==> config.mk <==
export PLATFORM = sky130hd
export DESIGN_NAME = wr_fram_buf_ctrl
export DESIGN_NICKNAME = d
export VERILOG_FILES = /design/src/rtl/wr_fram_buf_ctrl.sv
export SDC_FILE = /design/constraint.sdc
export NUM_CORES = 1
export LEC_CHECK = 0
export BUFFER_PORTS_ARGS = -buffer_cell sky130_fd_sc_hd__buf_2
export CORE_AREA = 2 2 235 144
export CTS_BUF_LIST = sky130_fd_sc_hd__clkbuf_16
export DETAILED_ROUTE_END_ITERATION = 10
export DIE_AREA = 0 0 237 146
export PLACE_DENSITY_LB_ADDON = 0.15
export SLEW_MARGIN = 20
export SYNTH_ARGS = -nofsm -noshare
export SYNTH_HDL_FRONTEND = slang
export SYNTH_SLANG_ARGS = --single-unit
==> constraint.sdc <==
create_clock -name clk -period 12.8 [get_ports clk]
set_input_delay 0.64 -clock clk [delete_from_list [all_inputs] [get_ports clk]]
set_output_delay 0.64 -clock clk [all_outputs]
set_load 0.02 [all_outputs]
==> src/rtl/wr_fram_buf_ctrl.sv <==
// Frame write-buffer scheduler: packs 32-bit pixels into the RAM (1-cycle registered write) and bursts 128-bit beats to DDR.
// Pixels have no back-pressure (overflow drops words); DDR data uses valid/ready. Define WR_FRAM_OVF_CNT_EN for a drop counter.
module wr_fram_buf_ctrl #(
    parameter int BURST_LEN    = 16,
    parameter int FRAME_BEATS  = 259200,
    parameter int NUM_FRAMES   = 3,
    parameter int FRAME_BASE   = 0,
    parameter int FRAME_STRIDE = 262144,
    parameter int ADDR_W       = 28
) (
    input  logic              clk,
    input  logic              rst,
    input  logic              frame_start,
    input  logic [31:0]       pix_data,
    input  logic              pix_valid,
    output logic [31:0]       ram_wr_data,
    output logic [10:0]       ram_wr_addr,
    output logic              ram_wr_en,
    output logic [8:0]        ram_rd_addr,
    input  logic [127:0]      ram_rd_data,
    output logic              ddr_wr_req,
    output logic [ADDR_W-1:0] ddr_wr_addr,
    output logic [8:0]        ddr_wr_len,
    input  logic              ddr_wr_ack,
    output logic [127:0]      ddr_wdata,
    output logic              ddr_wdata_valid,
    input  logic              ddr_wdata_ready,
    output logic              ddr_wdata_last,
    output logic [1:0]        frame_idx,
    output logic              ovf,
    output logic [15:0]       ovf_cnt
);

    typedef enum logic [1:0] {IDLE, REQ, DATA, FLUSH} state_t;

    state_t              state_q, state_d;
    logic [11:0]         wp_q, wp_d;
    logic [9:0]          rp_q, rp_d;
    logic                pend_q, pend_d;
    logic [ADDR_W-1:0]   beat_ofs_q, beat_ofs_d;
    logic [ADDR_W-1:0]   fbase_q, fbase_d;
    logic [1:0]          fidx_q, fidx_d, fidx_nxt;
    logic                ovf_q, ovf_d;
    logic                wen_q;
    logic [10:0]         waddr_q;
    logic [31:0]         wdat_q;
    logic [8:0]          ra_q, ra_d;
    logic [8:0]          iss_q, iss_d;
    logic                inf_q, inf_d, inf_last_q, inf_last_d;
    logic                out_vld_q, out_vld_d, out_last_q, out_last_d;
    logic [127:0]        out_dat_q, out_dat_d;
    logic                skid_vld_q, skid_vld_d, skid_last_q, skid_last_d;
    logic [127:0]        skid_dat_q, skid_dat_d;

    logic [9:0]  level;
    logic [11:0] free_words;
    logic        wr_ok, drop, pop, issue, out_free, burst_done;
    logic        in_data, do_flush;
    logic [1:0]  entries;

    assign level      = wp_q[11:2] - rp_q;
    assign free_words = 12'd2048 - (wp_q - {rp_q, 2'b00});
    assign wr_ok      = pix_valid && (free_words != 12'd0) && !pend_q;
    assign drop       = pix_valid && !wr_ok;
    assign pop        = out_vld_q && ddr_wdata_ready;
    assign burst_done = pop && out_last_q;
    assign out_free   = !out_vld_q || ddr_wdata_ready;
    assign entries    = {1'b0, out_vld_q} + {1'b0, skid_vld_q} + {1'b0, inf_q};
    // Output + skid give two slots; a read is only launched if its data is guaranteed a slot next cycle.
    assign issue      = in_data && (iss_q != 9'(BURST_LEN)) && ((entries - {1'b0, pop}) < 2'd2);
    assign fidx_nxt   = (fidx_q == 2'(NUM_FRAMES - 1)) ? 2'd0 : fidx_q + 2'd1;

    always_ff @(posedge clk or posedge rst) begin
        if (rst) state_q <= IDLE;
        else     state_q <= state_d;
    end

    always_comb begin
        state_d = state_q;
        case (state_q)
            IDLE: begin
                if (pend_q)
                    state_d = FLUSH;
                else if (level >= 10'(BURST_LEN) && beat_ofs_q < ADDR_W'(FRAME_BEATS))
                    state_d = REQ;
            end
            REQ:     if (ddr_wr_ack) state_d = DATA;
            DATA:    if (burst_done) state_d = IDLE;
            FLUSH:   state_d = IDLE;
            default: state_d = IDLE;
        endcase
    end

    always_comb begin
        ddr_wr_req = (state_q == REQ);
        in_data    = (state_q == DATA);
        do_flush   = (state_q == FLUSH);
    end

    always_comb begin
        wp_d        = wr_ok ? wp_q + 12'd1 : wp_q;
        rp_d        = pop ? rp_q + 10'd1 : rp_q;
        pend_d      = pend_q || frame_start;
        beat_ofs_d  = burst_done ? beat_ofs_q + ADDR_W'(BURST_LEN) : beat_ofs_q;
        fidx_d      = fidx_q;
        fbase_d     = fbase_q;
        ovf_d       = ovf_q || drop;
        ra_d        = in_data ? (issue ? ra_q + 9'd1 : ra_q) : rp_q[8:0];
        iss_d       = in_data ? (issue ? iss_q + 9'd1 : iss_q) : 9'd0;
        inf_d       = issue;
        inf_last_d  = issue && (iss_q == 9'(BURST_LEN - 1));
        out_vld_d   = out_vld_q;
        out_dat_d   = out_dat_q;
        out_last_d  = out_last_q;
        skid_vld_d  = skid_vld_q;
        skid_dat_d  = skid_dat_q;
        skid_last_d = skid_last_q;

        if (out_free) begin
            if (skid_vld_q) begin
                out_vld_d   = 1'b1;
                out_dat_d   = skid_dat_q;
                out_last_d  = skid_last_q;
                skid_vld_d  = inf_q;
                skid_dat_d  = ram_rd_data;
                skid_last_d = inf_last_q;
            end else begin
                out_vld_d  = inf_q;
                out_last_d = inf_last_q;
                if (inf_q) out_dat_d = ram_rd_data;
            end
        end else if (inf_q) begin
            skid_vld_d  = 1'b1;
            skid_dat_d  = ram_rd_data;
            skid_last_d = inf_last_q;
        end

        // Partial data is discarded; a frame_start landing in this cycle starts the next flush.
        if (do_flush) begin
            wp_d       = 12'd0;
            rp_d       = 10'd0;
            beat_ofs_d = '0;
            fidx_d     = fidx_nxt;
            fbase_d    = ADDR_W'(FRAME_BASE + FRAME_STRIDE * int'(fidx_nxt));
            pend_d     = frame_start;
        end
    end

    always_ff @(posedge clk or posedge rst) begin
        if (rst) begin
            wp_q        <= '0;
            rp_q        <= '0;
            pend_q      <= 1'b0;
            beat_ofs_q  <= '0;
            fbase_q     <= '0;
            fidx_q      <= '0;
            ovf_q       <= 1'b0;
            wen_q       <= 1'b0;
            waddr_q     <= '0;
            wdat_q      <= '0;
            ra_q        <= '0;
            iss_q       <= '0;
            inf_q       <= 1'b0;
            inf_last_q  <= 1'b0;
            out_vld_q   <= 1'b0;
            out_dat_q   <= '0;
            out_last_q  <= 1'b0;
            skid_vld_q  <= 1'b0;
            skid_dat_q  <= '0;
            skid_last_q <= 1'b0;
        end else begin
            wp_q        <= wp_d;
            rp_q        <= rp_d;
            pend_q      <= pend_d;
            beat_ofs_q  <= beat_ofs_d;
            fbase_q     <= fbase_d;
            fidx_q      <= fidx_d;
            ovf_q       <= ovf_d;
            wen_q       <= wr_ok;
            if (wr_ok) begin
                waddr_q <= wp_q[10:0];
                wdat_q  <= pix_data;
            end
            ra_q        <= ra_d;
            iss_q       <= iss_d;
            inf_q       <= inf_d;
            inf_last_q  <= inf_last_d;
            out_vld_q   <= out_vld_d;
            out_dat_q   <= out_dat_d;
            out_last_q  <= out_last_d;
            skid_vld_q  <= skid_vld_d;
            skid_dat_q  <= skid_dat_d;
            skid_last_q <= skid_last_d;
        end
    end

    assign ram_wr_en       = wen_q;
    assign ram_wr_addr     = waddr_q;
    assign ram_wr_data     = wdat_q;
    assign ram_rd_addr     = ra_q;
    assign ddr_wr_addr     = fbase_q + beat_ofs_q;
    assign ddr_wr_len      = 9'(BURST_LEN - 1);
    assign ddr_wdata       = out_dat_q;
    assign ddr_wdata_valid = out_vld_q;
    assign ddr_wdata_last  = out_last_q;
    assign frame_idx       = fidx_q;
    assign ovf             = ovf_q;

`ifdef WR_FRAM_OVF_CNT_EN
    logic [15:0] ovf_cnt_q, ovf_cnt_d;

    assign ovf_cnt_d = (drop && ovf_cnt_q != 16'hFFFF) ? ovf_cnt_q + 16'd1 : ovf_cnt_q;

    always_ff @(posedge clk or posedge rst) begin
        if (rst) ovf_cnt_q <= '0;
        else     ovf_cnt_q <= ovf_cnt_d;
    end

    assign ovf_cnt = ovf_cnt_q;
`else
    assign ovf_cnt = 16'd0;
`endif

endmodule

==> flow_summary.ini <==
[sta]
hold_viol_final = 0
setup_violations = 0
worst_pin_slew_ns = 1.06
max_freq_mhz = 236
fin_crit_sh_pct = 33.1
slew_viol_final = 0
holdWs_ns = 0.313
skew_ns = 0.0124
rsz0062_at_grt = false
timing.final.crit_period_ns = 4.24
relSlewSlack_pct = 29.2
tns_ns = 0

[finish]
fillCellCount = 2551
final_nets = 2044
syn2layout_area_growth_pct = 17.6
final_cell_count_no_fill = 2296
final_layout_size_suffix_gt1_share_pct = 32.8
post-route-util_pct = 63.4

[power_and_ir_drop]
power.leakage_nw = 9.39
pwr-share-clk_pct = 19.7
p_sw_mw = 1.91
switching_share_pct = 38.7
ir_drop_v = 0.000136
power_frac_comb_pct = 40.2
p_seq_share_pct = 40.1
p_int_mw = 3.02
powerDensity_nw_per_um2 = 241

[synthesis]
synth_area_um2 = 17400
synthTopCellsByArea = dfrtp_1 (54%), mux2_2 (10%), mux2i_1 (7.9%)
avgSynthCellArea_um2 = 11.5
synth_compound_area_share_pct = 7.86
ys_seq_elements = 376
yosys-mux-area-fraction_pct = 19.3
synth_top_family_by_area = multiplexers
ys_seq_area_share_pct = 54.2
synth_ff_type = dfrtp_1
yosys.area.top_type_share_pct = 54.2
yosysMostFrequentCell = dfrtp_1
netlist_instances = 1515
yosysUniqueCellTypes = 59
synthAdderAreaFrac_pct = 2.94
synth_warnings = 0
synthTopCellsByCount = dfrtp_1 (376), nor2_1 (194), mux2_2 (162)
synth_edf_count = 0
synth_xor_area_share_pct = 2.55
yosys.area_share.simple_pct = 8.69
synth_top_cell_by_area = dfrtp_1
synthArstFlopShare_pct = 100

[die]
core-area_um2 = 32200
dieArea_um2 = 34600
die_w_um = 237
start_util_pct = 53.9
num_rows = 51
die_h_um = 146
io_pins = 406

[detailed_routing]
routed-via-count = 12400
wirelength_um = 42300
wl_per_cell_um = 18.4
viasPerCell = 5.39
initialDrtViolationCount = 978
firstDrtPassIters = 5
ant_nets = 0
remaining_drc_errors = 0

[placed_design]
dp_cells = 2226
gp_congestion = 0.909
io_buffer_count = 376
dp_hpwl_um = 29600

[global_routing]
grt_pass1_vias = 12300
grt.total_usage_pct = 24.5
grt_pass1_wl_um = 67800
grt_overflow_total = 0
grt_max_degree = 173
antenna_found_initial = 7

[setup_path]
worst-path-buf-inv = 2
cp_max_fo = 110
r2r-end = ddr_wdata[66]$_DFFE_PP0P_
start_kind = flip-flop
required_ns = 13.25
reg2reg_from = skid_vld_q$_DFFE_PP0P_
slowest_delay_ns = 0.96
crit_path_end_kind = flip-flop
crit_path_top_delay_cell = dfrtp_4
crit_type = flip-flop to flip-flop
cp_cell_sequence = nor2_1 -> nor2_4 -> buf_4 -> buf_4 -> nor2_1 -> a21oi_1
regToRegSetupSlack_ns = 8.56
r2r_cells = 6
arrival_ns = 4.69
crit_family = buffers and inverters

[cts]
clk_latency_ns = 0.52
ctsHoldBuffers = 0
cts_resized = 0
clk_pin_slew_ns = 0.06
cts_tree = done
cts_buffers = 36
cts_max_level = 2
post-cts-setup-buffer-count = 0
clockRootBuffer = clkbuf_16
clock_path_buffers = 3
cts.sinks = 376

[worst_hold_path]
hold_path.class = input port to flip-flop
hold_depth = 2
hold_end = pend_q$_DFF_PP0_
hp-start = frame_start

[outcome]
outcome = finished clean

[flow_run]
max_cap_violations = 0
-- worst max-delay path by stage --
stage	start	end	slack (ns)	cells past startpoint
3_5_place_dp	skid_vld_q$_DFFE_PP0P_	ddr_wdata[35]$_DFFE_PP0P_	8.55	6
2_1_floorplan	rst	beat_ofs_q[10]$_DFFE_PP0P_	1.72	1
4_1_cts	skid_vld_q$_DFFE_PP0P_	ddr_wdata[39]$_DFFE_PP0P_	8.54	5
3_3_place_gp	skid_vld_q$_DFFE_PP0P_	ddr_wdata[81]$_DFFE_PP0P_	8.65	6
6_report	skid_vld_q$_DFFE_PP0P_	ddr_wdata[66]$_DFFE_PP0P_	8.56	6
5_1_grt	skid_vld_q$_DFFE_PP0P_	ddr_wdata[49]$_DFFE_PP0P_	8.13	6
-- area by class of cell --
class	count	area, µm²	area share (%)
Tap cell	424	531	2.60
Multi-Input combinational cell	1006	7320	35.8
Clock buffer	37	926	4.53
Clock inverter	25	113	0.551
Inverter	34	135	0.662
Antenna cell	8	20.0	0.0980
Timing Repair Buffer	386	1970	9.64
Sequential cell	376	9410	46.1
-- layout by cell type, fill, tap and decap left out, types with 3 or more instances in the layout --
cell,n
o31ai_1,3
or3_1,11
diode_2,8
nand4_1,11
buf_2,376
buf_4,9
a21oi_1,153
mux2_4,10
o22ai_1,5
dfrtp_1,375
nand2b_1,9
inv_1,41
o211a_1,4
o311ai_0,6
o41ai_1,3
nand2_1,48
xor2_1,22
nor3_1,10
and2_1,6
o21ai_0,30
a211oi_1,3
and3_1,13
a21o_1,7
clkbuf_16,37
nor4_1,6
clkinv_2,7
conb_1,29
nor2_1,193
mux2i_1,136
xnor2_1,26
a221o_1,3
nor2b_1,7
ha_1,36
clkinv_1,8
nand3_1,20
mux2_2,162
-- sequential cells by signal (all words and copies together) (netlist names), 9 cells and up --
signal / cells
beat_ofs_q: 24
ram_wr_data: 32
ram_wr_addr: 11
ram_rd_addr: 9
skid_dat_q: 128
wp_q: 12
ddr_wdata: 128
iss_q: 9
rp_q: 10
-- power by group through the flow --
stage,registers (mW),clock network [mW],logic (mW)
floorplan,2.24,0,1.12
global placement,1.97,0,1.94
detailed placement,1.99,0,1.99
CTS,1.98,0.998,1.99
global route,2.04,1.05,2.16
finish,1.98,0.970,1.98
-- routing by layer --
layer / vias up / part of all wire [%] / routed length (µm) / GRT usage, %
li1: 5855 / - / - / -
met1: 6088 / 46 / 19500 / 35.4
met2: 341 / 45 / 19000 / 37.1
met3: 78 / 6.5 / 2760 / 5.50
met4: 2 / 2.4 / 1030 / 7.18
met5: - / 0.017 / 7 / 0
-- stage by stage --
step	setup WS [ns]	total power, mW	instance area, µm²
after global routing	8.13	5.25	20400
after CTS	8.54	4.97	20400
final	8.56	4.93	20400
after floorplan	1.72	3.36	17500
after global placement	8.65	3.90	19400
after detailed placement	8.55	3.98	19400
-- cells by family after synthesis --
kind of cell / after synthesis
xor+xnor: 49
mux: 309
flops: 376
buf+inv: 160
other cells: 2
fa+ha+maj: 40
compound gates: 237
simple gates: 342
No activity file was read; power rests on OpenSTA's default activity.
